==> src/rtl/mac_array_west_feeder_pkg.sv <==
// Shared encodings for the west-edge feeder of the MAC array:
// instruction codes, mode codes and the sequencer state type.
package mac_array_west_feeder_pkg;

  localparam logic [1:0] INST_IDLE = 2'b00;
  localparam logic [1:0] INST_LOAD = 2'b01;
  localparam logic [1:0] INST_EXEC = 2'b10;

  localparam logic MODE_WS = 1'b0;
  localparam logic MODE_OS = 1'b1;

  typedef enum logic [2:0] {
    ST_IDLE,
    ST_LOAD,
    ST_EXEC,
    ST_DRAIN,
    ST_DONE
  } feeder_state_e;

endpackage

==> src/rtl/mac_array_west_feeder_row_skew.sv <==
// One row's delay line: data and instruction travel together through
// depth register stages so row r lags row 0 by r cycles.
module mac_row_skew #(
  parameter int bw    = 4,
  parameter int depth = 1
) (
  input  logic          clk,
  input  logic          reset,
  input  logic [bw-1:0] in_data,
  input  logic [1:0]    in_inst,
  output logic [bw-1:0] out_data,
  output logic [1:0]    out_inst
);

  logic [depth-1:0][bw-1:0] data_q, data_d;
  logic [depth-1:0][1:0]    inst_q, inst_d;

  always_comb begin
    data_d    = data_q;
    inst_d    = inst_q;
    data_d[0] = in_data;
    inst_d[0] = in_inst;
    for (int i = 1; i < depth; i++) begin
      data_d[i] = data_q[i-1];
      inst_d[i] = inst_q[i-1];
    end
  end

  always_ff @(posedge clk) begin
    if (reset) begin
      data_q <= '0;
      inst_q <= '0;
    end else begin
      data_q <= data_d;
      inst_q <= inst_d;
    end
  end

  assign out_data = data_q[depth-1];
  assign out_inst = inst_q[depth-1];

endmodule

==> src/rtl/mac_array_west_feeder.sv <==
// West-edge feeder: accepts row-parallel vectors, sequences a WS load phase
// and an execute phase, and applies the diagonal row skew for the array.
module mac_array_west_feeder
  import mac_array_west_feeder_pkg::*;
#(
  parameter int bw     = 4,
  parameter int row    = 8,
  parameter int col    = 8,
  parameter int cnt_bw = 8
) (
  input  logic              clk,
  input  logic              reset,
  input  logic              mode,
  input  logic              start,
  input  logic [cnt_bw-1:0] exec_len,
  input  logic [row*bw-1:0] in_data,
  input  logic              in_valid,
  output logic              in_ready,
  output logic [row*bw-1:0] out_w,
  output logic [row*2-1:0]  inst_w,
  output logic              busy,
  output logic              done
);

  localparam int LCNT_W = $clog2(col + 1);
  localparam int DCNT_W = (row > 1) ? $clog2(row) : 1;
  // With a single row there is nothing to drain after the last slot.
  localparam feeder_state_e AFTER_EXEC = (row > 1) ? ST_DRAIN : ST_DONE;

  feeder_state_e     state_q, state_d;
  logic [cnt_bw-1:0] exec_len_q, exec_len_d;
  logic [cnt_bw-1:0] exec_cnt_q, exec_cnt_d;
  logic [LCNT_W-1:0] load_cnt_q, load_cnt_d;
  logic [DCNT_W-1:0] drain_cnt_q, drain_cnt_d;
  logic [row*bw-1:0] slot_data_q, slot_data_d;
  logic [1:0]        slot_inst_q, slot_inst_d;

  // Mode only steers the IDLE exit, so it is captured in the next state
  // rather than in a register of its own.
  always_comb begin
    state_d     = state_q;
    exec_len_d  = exec_len_q;
    exec_cnt_d  = exec_cnt_q;
    load_cnt_d  = load_cnt_q;
    drain_cnt_d = drain_cnt_q;
    slot_data_d = slot_data_q;
    slot_inst_d = INST_IDLE;
    in_ready    = 1'b0;
    case (state_q)
      ST_IDLE: begin
        if (start) begin
          exec_len_d  = exec_len;
          exec_cnt_d  = '0;
          load_cnt_d  = '0;
          drain_cnt_d = '0;
          if (mode == MODE_WS)     state_d = ST_LOAD;
          else if (exec_len == '0) state_d = ST_DONE;
          else                     state_d = ST_EXEC;
        end
      end
      ST_LOAD: begin
        in_ready = 1'b1;
        if (in_valid) begin
          slot_data_d = in_data;
          slot_inst_d = INST_LOAD;
          load_cnt_d  = load_cnt_q + LCNT_W'(1);
          if (load_cnt_d == LCNT_W'(col))
            state_d = (exec_len_q == '0) ? AFTER_EXEC : ST_EXEC;
        end
      end
      ST_EXEC: begin
        in_ready = 1'b1;
        if (in_valid) begin
          slot_data_d = in_data;
          slot_inst_d = INST_EXEC;
          exec_cnt_d  = exec_cnt_q + cnt_bw'(1);
          if (exec_cnt_d == exec_len_q) state_d = AFTER_EXEC;
        end
      end
      ST_DRAIN: begin
        drain_cnt_d = drain_cnt_q + DCNT_W'(1);
        if (drain_cnt_d == DCNT_W'(row - 1)) state_d = ST_DONE;
      end
      ST_DONE: state_d = ST_IDLE;
      default: state_d = ST_IDLE;
    endcase
  end

  always_ff @(posedge clk) begin
    if (reset) begin
      state_q     <= ST_IDLE;
      exec_len_q  <= '0;
      exec_cnt_q  <= '0;
      load_cnt_q  <= '0;
      drain_cnt_q <= '0;
      slot_data_q <= '0;
      slot_inst_q <= INST_IDLE;
    end else begin
      state_q     <= state_d;
      exec_len_q  <= exec_len_d;
      exec_cnt_q  <= exec_cnt_d;
      load_cnt_q  <= load_cnt_d;
      drain_cnt_q <= drain_cnt_d;
      slot_data_q <= slot_data_d;
      slot_inst_q <= slot_inst_d;
    end
  end

  assign busy = (state_q != ST_IDLE);
  assign done = (state_q == ST_DONE);

  assign out_w[0 +: bw] = slot_data_q[0 +: bw];
  assign inst_w[1:0]    = slot_inst_q;

  // Row r only ever sees its own field of the captured vector.
  for (genvar r = 1; r < row; r++) begin : g_skew
    mac_row_skew #(
      .bw   (bw),
      .depth(r)
    ) u_skew (
      .clk     (clk),
      .reset   (reset),
      .in_data (slot_data_q[r*bw +: bw]),
      .in_inst (slot_inst_q),
      .out_data(out_w[r*bw +: bw]),
      .out_inst(inst_w[r*2 +: 2])
    );
  end

endmodule
==> config.mk <==
export PLATFORM = sky130hd
export DESIGN_NAME = mac_array_west_feeder
export DESIGN_NICKNAME = d
export VERILOG_FILES = /design/src/rtl/mac_array_west_feeder_pkg.sv /design/src/rtl/mac_array_west_feeder_row_skew.sv /design/src/rtl/mac_array_west_feeder.sv
export SDC_FILE = /design/constraint.sdc
export NUM_CORES = 1
export LEC_CHECK = 0
export BUFFER_PORTS_ARGS = -buffer_cell sky130_fd_sc_hd__buf_2
export CAP_MARGIN = 10
export CORE_UTILIZATION = 27
export DETAILED_ROUTE_END_ITERATION = 10
export GPL_TIMING_DRIVEN = 0
export PLACE_DENSITY = 0.45
export SETUP_SLACK_MARGIN = 0.2
export SYNTH_ARGS = -nofsm -noshare
export SYNTH_HDL_FRONTEND = slang
export SYNTH_SLANG_ARGS = --single-unit
==> constraint.sdc <==
create_clock -name clk -period 2.5 [get_ports clk]
set_input_delay 0.5 -clock clk [delete_from_list [all_inputs] [get_ports clk]]
set_output_delay 0.5 -clock clk [all_outputs]
set_load 0.02 [all_outputs]
==> run_summary.xml <==
<?xml version="1.0" encoding="UTF-8"?>
<metrics>
  <group name="outcome">
    <metric name="status" unit="">complete, no violations</metric>
  </group>
  <group name="run">
    <metric name="maxCapViolations" unit="">0</metric>
  </group>
  <group name="setup_path">
    <metric name="worst-endpoint-required" unit="ns">2.00</metric>
    <metric name="cell_repeated_most_along_the_worst_path" unit="">sky130_fd_sc_hd__buf_2</metric>
    <metric name="critical_path_class" unit="">reg -&gt; out</metric>
    <metric name="worst_endpoint_data_arrival_time" unit="ns">1.55</metric>
    <metric name="crit_path_max_fanout" unit="">10</metric>
    <metric name="crit_path_cell_trace" unit="">buf_2 -&gt; nor3_1 -&gt; inv_1 -&gt; buf_2</metric>
    <metric name="critical_path_source_type" unit="">flop</metric>
    <metric name="crit_path_max_delay_cell_type" unit="">sky130_fd_sc_hd__dfxtp_1</metric>
    <metric name="critical-path-max-stage-delay" unit="ns">0.35</metric>
    <metric name="cp-end-kind" unit="">output port</metric>
  </group>
  <group name="cells_and_area">
    <metric name="layout-drive-gt1-share" unit="%">19.3</metric>
    <metric name="layout-area-overhead-vs-synth" unit="%">24.5</metric>
    <metric name="num-nets-final" unit="">765</metric>
    <metric name="filler_cell_count" unit="">2259</metric>
    <metric name="area_taken_by_multi_input_logic_gates" unit="um^2">2110</metric>
    <metric name="register_area" unit="um^2">3720</metric>
    <metric name="antenna-diode-count" unit="">0</metric>
    <metric name="finalNonFillerCells" unit="">1009</metric>
  </group>
  <group name="die">
    <metric name="die_width" unit="um">151</metric>
    <metric name="count_of_standard_cell_rows" unit="">54</metric>
    <metric name="die_boundary_height" unit="um">151</metric>
    <metric name="core_outline_area" unit="um^2">21800</metric>
    <metric name="die_area" unit="um^2">22700</metric>
    <metric name="start_util" unit="%">27.4</metric>
    <metric name="pin_count" unit="">96</metric>
  </group>
  <group name="power_and_ir_drop">
    <metric name="total_switching_power" unit="W">0.00207</metric>
    <metric name="p_per_area" unit="nW/um^2">956</metric>
    <metric name="pwr-share-comb" unit="%">14.2</metric>
    <metric name="seqPwrFrac" unit="%">46.5</metric>
    <metric name="netSwitchingFraction" unit="%">29.2</metric>
    <metric name="peak_ir_drop_on_the_vdd_network" unit="uV">409</metric>
    <metric name="p_leak" unit="nW">3.00</metric>
    <metric name="clock_group_share_of_total_power" unit="%">39.3</metric>
    <metric name="cell_internal_pwr" unit="W">0.00504</metric>
  </group>
  <group name="sta">
    <metric name="unrepaired_setup_endpoints_after_global_routing" unit="">false</metric>
    <metric name="final.setup.tns" unit="ns">0</metric>
    <metric name="hold_slack" unit="ns">0.314</metric>
    <metric name="timing_max_transition_violations_final" unit="">0</metric>
    <metric name="clock_skew" unit="ns">0.0118</metric>
    <metric name="layout_worst_path_cycle_share" unit="%">81.9</metric>
    <metric name="max_slew_margin" unit="%">59.0</metric>
    <metric name="worst_pin_slew" unit="ns">0.615</metric>
    <metric name="final-setup-viol-count" unit="">0</metric>
    <metric name="period_needed" unit="ns">2.05</metric>
    <metric name="max_clock_freq" unit="MHz">489</metric>
    <metric name="hold_violations" unit="">0</metric>
  </group>
  <group name="clock_tree">
    <metric name="post_cts_repair_resize_count" unit="">0</metric>
    <metric name="cts_tree" unit="">built</metric>
    <metric name="cts_buffers" unit="">17</metric>
    <metric name="cts_max_path_buffers" unit="">2</metric>
    <metric name="cts.hold.buffers_added" unit="">0</metric>
    <metric name="cts.clk_slew.worst_paths" unit="ns">0.08</metric>
    <metric name="latest_clock_arrival_within_the_worst_skew_pair" unit="ns">0.43</metric>
    <metric name="number_of_levels_the_h_tree_was_split_into" unit="">4</metric>
    <metric name="clock_sink_count" unit="">186</metric>
    <metric name="clk_root_buffer_cell" unit="">sky130_fd_sc_hd__clkbuf_16</metric>
    <metric name="post-cts-setup-buffers" unit="">0</metric>
  </group>
  <group name="synth">
    <metric name="postSynthCellCount" unit="">602</metric>
    <metric name="post_syn_nets" unit="">651</metric>
    <metric name="yosys_register_bits" unit="">186</metric>
    <metric name="synth_cell_type_count" unit="">38</metric>
    <metric name="cell_area_after_technology_mapping" unit="um^2">5970</metric>
    <metric name="synth_area_per_cell" unit="um^2">9.92</metric>
    <metric name="synth-seq-area-share" unit="%">62.4</metric>
    <metric name="yosysWarningCount" unit="">0</metric>
  </group>
  <group name="placement">
    <metric name="placedCellCount" unit="">977</metric>
    <metric name="quantity_of_i_o_buffers_inserted_on_ports" unit="">95</metric>
    <metric name="post-dp-hpwl" unit="um">9090</metric>
    <metric name="place.gp.congestion" unit="">0.768</metric>
  </group>
  <group name="drt">
    <metric name="drtPass1Iterations" unit="">4</metric>
    <metric name="route.met3.wl" unit="um">573</metric>
    <metric name="wirelength_met1" unit="um">5880</metric>
    <metric name="drt_iter0_drc" unit="">190</metric>
    <metric name="vias_per_cell" unit="">4.12</metric>
    <metric name="routed_wirelength" unit="um">12500</metric>
    <metric name="dr_total_vias" unit="">4156</metric>
    <metric name="postRouteAntennaNets" unit="">0</metric>
    <metric name="remaining_drc_errors" unit="">0</metric>
    <metric name="route.top_layer_used" unit="">met4</metric>
    <metric name="routedWlPerCell" unit="um">12.4</metric>
    <metric name="route.met2.wl" unit="um">5920</metric>
  </group>
  <group name="global_route">
    <metric name="vias_in_the_first_global_route" unit="">3983</metric>
    <metric name="globalRouteOverflowTotal" unit="">0</metric>
    <metric name="grt_antenna_before_repair" unit="">0</metric>
    <metric name="overall_global_routing_usage" unit="%">11.7</metric>
    <metric name="global_route_wire_length_before_repair" unit="um">19800</metric>
    <metric name="maximum_number_of_pins_on_one_net_before_global_route_repair" unit="">22</metric>
  </group>
  <group name="hold_path">
    <metric name="holdCritPathClass" unit="">in -&gt; reg</metric>
  </group>
</metrics>
worst max-delay path, delay by kind of cell (launching register included):
family / cells / cell delay, ns
flops: 1 / 0.35
simple gates: 1 / 0.34
buf+inv: 3 / 0.44
cells in the mapped netlist:
cell type | number | area share, %
sky130_fd_sc_hd__a211oi_1 | 1 | 0.13
sky130_fd_sc_hd__a21bo_1 | 1 | 0.17
sky130_fd_sc_hd__a21oi_1 | 52 | 4.4
sky130_fd_sc_hd__a21oi_2 | 1 | 0.15
sky130_fd_sc_hd__a22oi_1 | 2 | 0.25
sky130_fd_sc_hd__a311oi_1 | 1 | 0.15
sky130_fd_sc_hd__a31o_1 | 1 | 0.15
sky130_fd_sc_hd__a31oi_1 | 2 | 0.21
sky130_fd_sc_hd__and2_0 | 1 | 0.10
sky130_fd_sc_hd__and2_1 | 3 | 0.31
sky130_fd_sc_hd__and3_1 | 2 | 0.21
sky130_fd_sc_hd__buf_2 | 10 | 0.84
sky130_fd_sc_hd__clkbuf_1 | 21 | 1.3
sky130_fd_sc_hd__clkbuf_2 | 1 | 0.084
sky130_fd_sc_hd__dfxtp_1 | 186 | 62
sky130_fd_sc_hd__ha_1 | 4 | 0.84
sky130_fd_sc_hd__inv_1 | 2 | 0.13
sky130_fd_sc_hd__mux2_2 | 1 | 0.19
sky130_fd_sc_hd__nand2_1 | 98 | 6.2
sky130_fd_sc_hd__nand2b_1 | 1 | 0.10
sky130_fd_sc_hd__nand3_1 | 4 | 0.34
sky130_fd_sc_hd__nand3b_1 | 3 | 0.38
sky130_fd_sc_hd__nand4_1 | 1 | 0.10
sky130_fd_sc_hd__nand4b_1 | 2 | 0.29
sky130_fd_sc_hd__nor2_1 | 25 | 1.6
sky130_fd_sc_hd__nor2b_1 | 127 | 13
sky130_fd_sc_hd__nor3_1 | 7 | 0.59
sky130_fd_sc_hd__nor3b_1 | 6 | 0.75
sky130_fd_sc_hd__nor4_1 | 6 | 0.63
sky130_fd_sc_hd__o2111ai_1 | 1 | 0.15
sky130_fd_sc_hd__o211ai_1 | 1 | 0.13
sky130_fd_sc_hd__o21ai_0 | 8 | 0.67
sky130_fd_sc_hd__o21ai_1 | 1 | 0.084
sky130_fd_sc_hd__o2bb2ai_1 | 1 | 0.15
sky130_fd_sc_hd__o32ai_1 | 1 | 0.15
sky130_fd_sc_hd__or3_4 | 1 | 0.19
sky130_fd_sc_hd__xnor2_1 | 13 | 1.9
sky130_fd_sc_hd__xor2_1 | 3 | 0.44
flip-flops by register name, indices dropped and copies added, names as in the netlist, 4 cells and up:
name,cells
exec_cnt_q,8
exec_len_q,8
g_skew.u_skew.data_d,84
g_skew.u_skew.inst_d,12
g_skew.u_skew.out_data,28
load_cnt_q,4
slot_data_q,32
power by group through the flow:
stage / Clock [W] / Sequential, W / Combinational (W)
final: 0.00280 / 0.00330 / 0.00101
after global placement: 0 / 0.00337 / 0.00101
after global routing: 0.00303 / 0.00334 / 0.00114
after floorplan: 0 / 0.00338 / 0.000669
after detailed placement: 0 / 0.00338 / 0.00102
after CTS: 0.00290 / 0.00331 / 0.00103
kinds of logic after synthesis:
logic type	count (synthesis)	synth area share, %
simple gates	287	25.0
fa+ha+maj	4	0.838
compound gates	74	6.87
xor+xnor	16	2.35
buf+inv	34	2.37
flops	186	62.4
mux	1	0.189
worst paths after layout:
check / startpoint / slack, ns / cells past startpoint / end
worst max-delay path: state_q[1] / 0.45 / 4 / busy
worst max register to register: exec_cnt_q[0] / 0.49 / 7 / state_q[0]
worst min-delay path: in_data[1] / 0.31 / 3 / slot_data_q[1]
worst min register to register: g_skew[5].u_skew.data_d[12] / 0.44 / 1 / g_skew[5].u_skew.data_d[16]
layout by cell type (no fill, tap or decap), drive strengths merged:
| cell | count |
|---|---|
| a211oi | 1 |
| a21bo | 1 |
| a21oi | 53 |
| a22oi | 2 |
| a311oi | 1 |
| a31o | 1 |
| a31oi | 2 |
| and2 | 4 |
| and3 | 2 |
| buf | 105 |
| bufinv | 1 |
| clkbuf | 39 |
| clkinv | 6 |
| clkinvlp | 1 |
| dfxtp | 186 |
| ha | 4 |
| inv | 9 |
| mux2 | 1 |
| nand2 | 98 |
| nand2b | 1 |
| nand3 | 4 |
| nand3b | 3 |
| nand4 | 1 |
| nand4b | 2 |
| nor2 | 25 |
| nor2b | 127 |
| nor3 | 7 |
| nor3b | 6 |
| nor4 | 6 |
| o2111ai | 1 |
| o211ai | 1 |
| o21ai | 9 |
| o2bb2ai | 1 |
| o32ai | 1 |
| or3 | 1 |
| xnor2 | 13 |
| xor2 | 3 |
final cells by class:
class / instances / area share [%]
inverters: 2 / 0.101
well taps: 280 / 4.71
repair buffers: 95 / 6.39
plain buffers: 32 / 1.80
clock inverters: 15 / 2.88
clock buffers: 17 / 5.72
multi-input cells: 382 / 28.3
flip-flops and latches: 186 / 50.1
through the flow:
step                setup WS, ns  total power, W  utilization, %  area, um^2
floorplan                  0.944         0.00405               -        5970
global placement           0.512         0.00437            31.2        6800
detailed placement         0.484         0.00440            31.2        6800
CTS                        0.417         0.00723            34.2        7440
global route               0.304         0.00750            34.2        7440
finish                     0.453         0.00711            34.2        7440
metal layers:
metal / up-vias / GRT usage (%)
li1: 2166 / -
met4: 0 / 4.05
met3: 6 / 3.52
met1: 1897 / 14.4
met5: - / 0
met2: 87 / 19.2
Power figures use the tool's default switching activity.
